==> src/rtl/exc_commit_ctrl.sv <==
// ----------------------------------------------------------------------------
// exc_commit_ctrl
//   Exception/ERET commit sequencer between writeback and CP0. It picks the
//   committing instruction's exception (plus any pending interrupt), pulses
//   the CP0 exception inputs for the commit cycle, flushes the pipeline, and
//   hands a redirect PC (exception vector or EPC) to fetch over valid/ready.
//   Interrupt recognition is masked for one cycle after an MTC0 commit.
//
// Ports
//   clk, rst         clock, synchronous active-high reset
//   ws_*             writeback-stage instruction and handshake
//   int_happen       CP0 interrupt-pending qualifier
//   cp0_epc          current CP0 EPC (used as the ERET target)
//   cp0_*            exception inputs to CP0, valid only in the commit cycle
//   flush            kill all younger pipeline stages
//   redirect_*       new fetch PC, valid/ready handshake with fetch
//   exc_count        exceptions + interrupts taken, wraps
// ----------------------------------------------------------------------------
module exc_commit_ctrl #(
  parameter logic [31:0] EXC_VEC = 32'hbfc00380,
  parameter int unsigned CNT_W   = 32
) (
  input  logic             clk,
  input  logic             rst,
  input  logic             ws_valid,
  output logic             ws_ready,
  input  logic [31:0]      ws_pc,
  input  logic             ws_is_slot,
  input  logic [7:0]       ws_exc_type,
  input  logic [31:0]      ws_bad_vaddr,
  input  logic             ws_eret,
  input  logic             ws_mtc0,
  input  logic             int_happen,
  input  logic [31:0]      cp0_epc,
  output logic [7:0]       cp0_exc_type,
  output logic [31:0]      cp0_pc,
  output logic             cp0_is_slot,
  output logic [31:0]      cp0_bad_vaddr,
  output logic             cp0_eret,
  output logic             flush,
  output logic             redirect_valid,
  output logic [31:0]      redirect_pc,
  input  logic             redirect_ready,
  output logic [CNT_W-1:0] exc_count
);

  typedef enum logic {
    IDLE  = 1'b0,
    REDIR = 1'b1
  } state_e;

  state_e             state_q, state_d;
  logic               int_mask_q, int_mask_d;
  logic [31:0]        redirect_pc_q, redirect_pc_d;
  logic [CNT_W-1:0]   exc_count_q, exc_count_d;

  logic commit;
  logic int_tag;
  logic exc_take;
  logic eret_take;

  // Commit qualification; an exception always beats an ERET on the same instruction.
  always_comb begin
    commit    = ws_valid && (state_q == IDLE);
    int_tag   = int_happen && !int_mask_q;
    exc_take  = commit && ((|ws_exc_type[6:0]) || int_tag);
    eret_take = commit && ws_eret && !exc_take;
  end

  // State register.
  always_ff @(posedge clk) begin
    if (rst) begin
      state_q <= IDLE;
    end else begin
      state_q <= state_d;
    end
  end

  // Next-state logic.
  always_comb begin
    state_d = state_q;
    unique case (state_q)
      IDLE:    if (exc_take || eret_take) state_d = REDIR;
      REDIR:   if (redirect_ready)        state_d = IDLE;
      default: state_d = IDLE;
    endcase
  end

  // Output logic; CP0 strobes and flush are same-cycle with the commit.
  always_comb begin
    ws_ready       = 1'b0;
    cp0_exc_type   = 8'h00;
    cp0_pc         = 32'h0;
    cp0_is_slot    = 1'b0;
    cp0_bad_vaddr  = 32'h0;
    cp0_eret       = 1'b0;
    flush          = 1'b0;
    redirect_valid = 1'b0;
    unique case (state_q)
      IDLE: begin
        ws_ready = 1'b1;
        if (commit) begin
          cp0_exc_type  = {int_tag, ws_exc_type[6:0]};
          cp0_pc        = ws_pc;
          cp0_is_slot   = ws_is_slot;
          cp0_bad_vaddr = ws_bad_vaddr;
        end
        cp0_eret = eret_take;
        flush    = exc_take || eret_take;
      end
      REDIR: begin
        flush          = 1'b1;
        redirect_valid = 1'b1;
      end
      default: ;
    endcase
    redirect_pc = redirect_pc_q;
    exc_count   = exc_count_q;
  end

  // Datapath next values: redirect target, taken counter, one-shot interrupt mask.
  always_comb begin
    redirect_pc_d = redirect_pc_q;
    exc_count_d   = exc_count_q;
    int_mask_d    = 1'b0;
    if (exc_take) begin
      redirect_pc_d = EXC_VEC;
      exc_count_d   = exc_count_q + CNT_W'(1);
    end else if (eret_take) begin
      redirect_pc_d = cp0_epc;
    end
    // Mask covers a stale int_happen right after a STATUS/CAUSE write.
    if (commit && ws_mtc0 && !exc_take) begin
      int_mask_d = 1'b1;
    end
  end

  always_ff @(posedge clk) begin
    if (rst) begin
      redirect_pc_q <= 32'h0;
      exc_count_q   <= '0;
      int_mask_q    <= 1'b0;
    end else begin
      redirect_pc_q <= redirect_pc_d;
      exc_count_q   <= exc_count_d;
      int_mask_q    <= int_mask_d;
    end
  end

endmodule

==> config.mk <==
export PLATFORM = sky130hd
export DESIGN_NAME = exc_commit_ctrl
export DESIGN_NICKNAME = d
export VERILOG_FILES = /design/src/rtl/exc_commit_ctrl.sv
export SDC_FILE = /design/constraint.sdc
export NUM_CORES = 1
export LEC_CHECK = 0
export ABC_AREA = 1
export BUFFER_PORTS_ARGS = -buffer_cell sky130_fd_sc_hd__buf_2
export CORE_MARGIN = 2
export CORE_UTILIZATION = 44
export CTS_BUF_LIST = sky130_fd_sc_hd__clkbuf_4 sky130_fd_sc_hd__clkbuf_8
export DETAILED_ROUTE_END_ITERATION = 8
export GPL_TIMING_DRIVEN = 0
export PLACE_DENSITY = 0.8
export SLEW_MARGIN = 20
export SYNTH_ARGS = -nofsm -noshare
export SYNTH_HDL_FRONTEND = slang
export SYNTH_SLANG_ARGS = --single-unit
==> constraint.sdc <==
create_clock -name clk -period 1.6 [get_ports clk]
set_input_delay 0.16 -clock clk [delete_from_list [all_inputs] [get_ports clk]]
set_output_delay 0.16 -clock clk [all_outputs]
set_load 0.01 [all_outputs]
==> metrics.yaml, run 1 <==
status: "finished clean"
synth_seq_cells: 66
hold_violations: 0
r2r-end: "exc_count[30]$_SDFFE_PP0P_"
crit_type: "register to primary output"
synth.distinct_cells: 28
power.leakage_nw: 3.27
via_per_inst: 4.69
yosys.area_share.xor_xnor_pct: 0.225
ant_nets: 0
synth_compound_area_share_pct: 9.81
area_growth_pct: 49.5
fin_worst_skew_ns: 0.0117
grt_overflow: 0
syn-num-nets: 754
via_count: 4799
critPathLaunchType: "register"
post-route-period-util_pct: 99.8
timing.rr.start: "exc_count[1]$_SDFFE_PP0P_"
yosysWarnings: 0
port_buffers: 250
fmax_mhz: 626
slew_violations: 0
power_frac_comb_pct: 20.3
h-tree-depth: 3
powerDensity_nw_per_um2: 719
setup_slack_ns: 0.00340
synth_area_per_cell_um2: 6.07
final_net_count: 1023
final_util_pct: 67.4
place_inst: 999
start_util_pct: 45.1
synthMuxAreaShare_pct: 0
coreArea_um2: 8640
grt_pass1_vias: 4275
hpwl_um: 11100
dr.pass1.iters: 5
instances_no_fill: 1024
internal_power_mw: 2.94
arrival_ns: 1.44
grt.busiest_layer: "met2"
dp_worst_setup_slack_ns: -0.190
worst_slew_pin_slew_ns: 0.457
hold_buffers: 0
p_clk_share_pct: 38.9
wl_per_cell_um: 13.7
slew_headroom_pct: 69.6
layout-drive-gt1-share_pct: 39.3
root_buffer: "clkbuf_8"
p_seq_share_pct: 40.7
track_usage_pct: 28.1
drc_errors: 0
setup_violations: 0
first_iter_violations: 214
clk_pin_slew_ns: 0.09
startpoint: "state_q$_SDFF_PP0_"
synth_top_family_by_area: "simple AND/OR/NAND/NOR gates"
netSwitchingFraction_pct: 29.6
required_ns: 1.44
p_switching_mw: 1.24
io_pins: 253
use_met3_pct: 5.65
netlist_area_um2: 3890
rsz0062_at_grt: "true"
cts_sinks: 66
maxCapViolations: 0
cp-end-kind: "primary output"
holdCritPathClass: "input pin to register"
timing.reg2reg.setup_slack_ns: 0.10
ir_worst_vdd_v: 0.000536
critPathMaxFanout: 10
dieWidth_um: 98.0
antenna_found_initial: 1
layout_common_cells: "253 x buf_2, 143 x nor2_1, 133 x inv_1"
routed_wl_um: 14000
layout_min_cycle_time_ns: 1.60
cts_buffers: 9
cts_tree: "yes"
grt_pass1_wl_um: 21700
grt_max_degree: 14
syn-instance-count: 641
yosysSeqAreaShare_pct: 34.0
fp.dieArea_um2: 9610
grtUsageMet1_pct: 33.9
crit_path_end: "cp0_pc[17]"
yosys.area_share.simple_pct: 38.8
synth_fa_ha_area_share_pct: 0.322
reg2regPathDepth: 9
grt.met2_usage_pct: 49.7
clockBufferDepth: 2
gp_congestion: 0.913
clk_latency_ns: 0.35
rows: 34
die_h_um: 98.0
layout_commonest_cell: "buf_2"
## sequential cells by signal (all words and copies together) (netlist names)
name         cells
exc_count       32
redirect_pc     32
state_q          1
int_mask_q       1
## worst max-delay path, cell delays in order, from the launching register on
cell	delay, ns
dfxtp_1	0.32
inv_2	0.08
nand2_4	0.08
clkbuf_16	0.18
buf_6	0.16
nor2_1	0.12
buf_2	0.15
## cells by family (layout without fill, tap and decap cells)
family | Yosys count | count (layout)
buffers and inverters | 164 | 438
and+or+nand+nor | 342 | 342
other | 0 | 1
AOI/OAI and AO/OA | 67 | 67
DFF | 66 | 66
adders and majority gates | 1 | 1
xor gates and xnor gates | 1 | 1
## power by group through the flow
stage          Sequential (mW)  Combinational, mW  Clock, mW
3_5_place_dp              1.74              0.745          0
5_1_grt                   1.71              0.925       1.71
6_report                  1.70              0.851       1.63
3_3_place_gp              1.74              0.738          0
2_1_floorplan             1.76              0.353          0
4_1_cts                   1.70              0.795       1.65
## cell type report
type,instances,area (um^2)
clock buffer,9,124
antenna,1,2.50
sequential,66,1320
clock inverter,7,101
multi-input combinational,411,2050
buffer,25,210
fill,834,2820
inverter,138,520
tap,108,135
timing repair buffer,259,1350
## through the flow
step | cell area [um^2] | setup TNS [ns] | total power [mW] | hold WS, ns
floorplan | 3890 | 0 | 2.11 | 0.286
global placement | 5280 | -8.10 | 2.47 | 0.371
detailed placement | 5280 | -7.48 | 2.48 | 0.379
CTS | 5630 | -0.208 | 4.14 | 0.0147
global route | 5820 | -0.522 | 4.35 | 0.0107
finish | 5820 | 0 | 4.18 | 0.0242
## metal layers
metal  part of all wire [%]  up-vias
met5                      0        -
li1                       -     2457
met4                    2.3        0
met2                     51      180
met3                    6.7       22
met1                     40     2140
## timing repair
action / CTS / global route
pin swaps: 3 / 6
endpoints found under the setup margin: 78 / 97
buffers inserted: 7 / 2
resized for setup: 23 / 53
## how the worst min path moves through the flow
| stage | to | start | cells past startpoint |
|---|---|---|---|
| final | int_mask_q$_SDFF_PP0_ | ws_mtc0 | 3 |
| after global routing | int_mask_q$_SDFF_PP0_ | ws_mtc0 | 3 |
| after CTS | int_mask_q$_SDFF_PP0_ | ws_mtc0 | 3 |
| after detailed placement | int_mask_q$_SDFF_PP0_ | ws_mtc0 | 3 |
| after global placement | int_mask_q$_SDFF_PP0_ | ws_mtc0 | 3 |
| after floorplan | int_mask_q$_SDFF_PP0_ | ws_mtc0 | 2 |
## synthesized netlist by cell type (all sizes together)
master,number,area (um^2)
dfxtp,66,1320
nor3,8,40.0
nor2,187,792
inv,138,518
xor2,1,8.76
and2,1,6.26
o21ai,29,145
o21bai,4,30.0
nand3,34,205
nand3b,1,7.51
nand2,100,390
ha,1,12.5
clkbuf,4,15.0
a21oi,24,131
nand4,11,68.8
buf,22,124
o21a,10,75.1
No activity file was read; power rests on OpenSTA's default activity.
==> inputs of run 2 (changes only) <==
--- a/config.mk
+++ b/config.mk
@@ -5,14 +5,13 @@
 export SDC_FILE = /design/constraint.sdc
 export NUM_CORES = 1
 export LEC_CHECK = 0
-export ABC_AREA = 1
 export BUFFER_PORTS_ARGS = -buffer_cell sky130_fd_sc_hd__buf_2
-export CORE_MARGIN = 2
-export CORE_UTILIZATION = 44
+export CORE_AREA = 2 2 99 101
 export CTS_BUF_LIST = sky130_fd_sc_hd__clkbuf_4 sky130_fd_sc_hd__clkbuf_8
 export DETAILED_ROUTE_END_ITERATION = 8
+export DIE_AREA = 0 0 101 103
 export GPL_TIMING_DRIVEN = 0
-export PLACE_DENSITY = 0.8
+export PLACE_DENSITY = 0.71
 export SLEW_MARGIN = 20
 export SYNTH_ARGS = -nofsm -noshare
 export SYNTH_HDL_FRONTEND = slang
==> metrics.yaml, run 2 <==
status: "finished with violations"
violations: "negative setup slack"
gp_congestion: 0.859
required_ns: 1.84
hpwl_um: 10000
synth.top_cells.by_count: "73 x and2_1, 66 x dfxtp_1, 56 x nor2_1"
hold_violations: 0
power.leakage_nw: 3.22
syn-instance-count: 412
synth_edf_count: 0
maxCapViolations: 0
cp-end-kind: "register"
critPathLaunchType: "register"
ant_nets: 0
slew_headroom_pct: 66.3
rows: 36
dr.pass1.iters: 4
grt_overflow: 0
yosysSeqAreaShare_pct: 38.5
clockBufferDepth: 2
critPathMaxFanout: 8
hold_buffers: 0
fmax_mhz: 566
ys.flop_type: "dfxtp_1"
dieWidth_um: 101
place_inst: 777
grt_pass1_wl_um: 23300
io_pins: 253
root_buffer: "clkbuf_8"
reg2regPathDepth: 6
grt_pass1_vias: 4445
synth_async_sr_flop_share_pct: 0
setup_violations: 89
grt_max_degree: 11
synth_seq_cells: 66
crit_type: "register to register"
layout_common_cells: "177 x buf_2, 82 x buf_6, 73 x and2_4"
layout_commonest_cell: "buf_2"
post-route-period-util_pct: 110
layout_min_cycle_time_ns: 1.77
slew_violations: 0
fin_worst_skew_ns: 0.00694
netlist_area_um2: 3430
synth_most_common_cell: "and2_1"
setup_slack_ns: -0.167
area_growth_pct: 95.2
fp.dieArea_um2: 10400
die_h_um: 103
final_net_count: 827
yosysWarnings: 0
synth_top_area_cell: "dfxtp_1"
synth.distinct_cells: 41
timing.reg2reg.setup_slack_ns: -0.17
yosys-top-cells-area: "dfxtp_1 38%, and2_1 13%, mux2i_1 6.1%"
cts_sinks: 66
coreArea_um2: 9460
synth_top_area_share_pct: 38.5
cts_buffers: 9
first_iter_violations: 196
drc_errors: 0
clk_pin_slew_ns: 0.07
holdWs_ns: 0.0311
routed_wl_um: 16100
worst_slew_pin_slew_ns: 0.503
via_count: 4387
cts_tree: "yes"
track_usage_pct: 29.0
port_buffers: 251
start_util_pct: 36.3
synth_area_per_cell_um2: 8.33
whs_path_depth: 3
via_per_inst: 5.26
clk_latency_ns: 0.36
holdCritPathClass: "input pin to register"
rsz0062_at_grt: "true"
wl_per_cell_um: 19.3
ir_worst_vdd_v: 0.000388
antenna_found_initial: 0
layout-drive-gt1-share_pct: 69.3
powerDensity_nw_per_um2: 635
h-tree-depth: 3
instances_no_fill: 834
arrival_ns: 2.01
syn-num-nets: 525
nFillCells: 662
==> run 2: timing repair <==
item                       in CTS  in global routing
setup endpoints to repair     137                115
setup buffers                  29                  4
resized for setup             221                 96
cloned                          9                  0
pin swaps                      88                 19
==> run 2: cells by family (layout without fill, tap and decap cells) <==
family	Yosys count	count (layout)	share of synthesized area (%)
AO/OA/AOI/OAI	49	49	8.78
XOR/XNOR	1	1	0.255
adder cells (fa/ha/maj)	1	1	0.364
buffers and inverters	34	341	4.19
flip-flops	66	66	38.5
multiplexers	28	28	8.42
other	0	1	0
AND/OR/NAND/NOR	233	233	39.5
==> run 2: area by class of cell <==
cell class / count / area (um^2) / area share [%]
multi-input combinational: 312 / 2520 / 37.6
timing repair buffer: 293 / 2130 / 31.8
sequential: 66 / 1390 / 20.7
buffer: 27 / 294 / 4.39
clock buffer: 14 / 174 / 2.60
tap: 114 / 143 / 2.13
clock inverter: 2 / 35.0 / 0.523
inverter: 5 / 18.8 / 0.280
antenna: 1 / 2.50 / 0.0373
==> run 2: power breakdown <==
part	switching [mW]	total, mW	internal, mW
Clock	0.650	1.51	0.856
Sequential	0.0225	1.68	1.66
Combinational	0.455	1.07	0.614
Total	1.13	4.26	3.13
==> run 2: path summary, 6_finish.rpt <==
path,startpoint,endpoint
worst max-delay path,exc_count[3]$_SDFFE_PP0P_,exc_count[29]$_SDFFE_PP0P_
worst min-delay path,ws_mtc0,int_mask_q$_SDFF_PP0_
worst max register to register,exc_count[3]$_SDFFE_PP0P_,exc_count[29]$_SDFFE_PP0P_
worst min register to register,redirect_pc[24]$_SDFFE_PP0P_,redirect_pc[24]$_SDFFE_PP0P_
==> run 2: per-layer routing <==
metal  track usage (%)  routed length [um]  up-vias
met2              53.2                8630      196
met3              8.27                 997       31
met5                 0                   0        -
li1                  -                   -     2052
met4              10.3                 397        0
met1              32.1                6070     2108
==> run 2: through the flow <==
step	area (um^2)	worst slack, ns	util (%)	setup TNS (ns)	power [mW]
floorplan	3530	-0.0877	-	-0.241	2.01
global placement	4930	-0.420	52.2	-30.94	2.34
detailed placement	4930	-0.477	52.2	-36.62	2.35
CTS	6370	-0.123	67.4	-6.03	4.17
global route	6700	-0.227	70.8	-10.89	4.41
finish	6700	-0.167	70.8	-6.01	4.26
==> run 2: critical path, stage by stage (launching register included) <==
cell,delay [ns]
dfxtp_2,0.36
and4_1,0.20
buf_6,0.12
nand4_1,0.18
buf_8,0.22
nor4_2,0.24
mux2_1,0.34
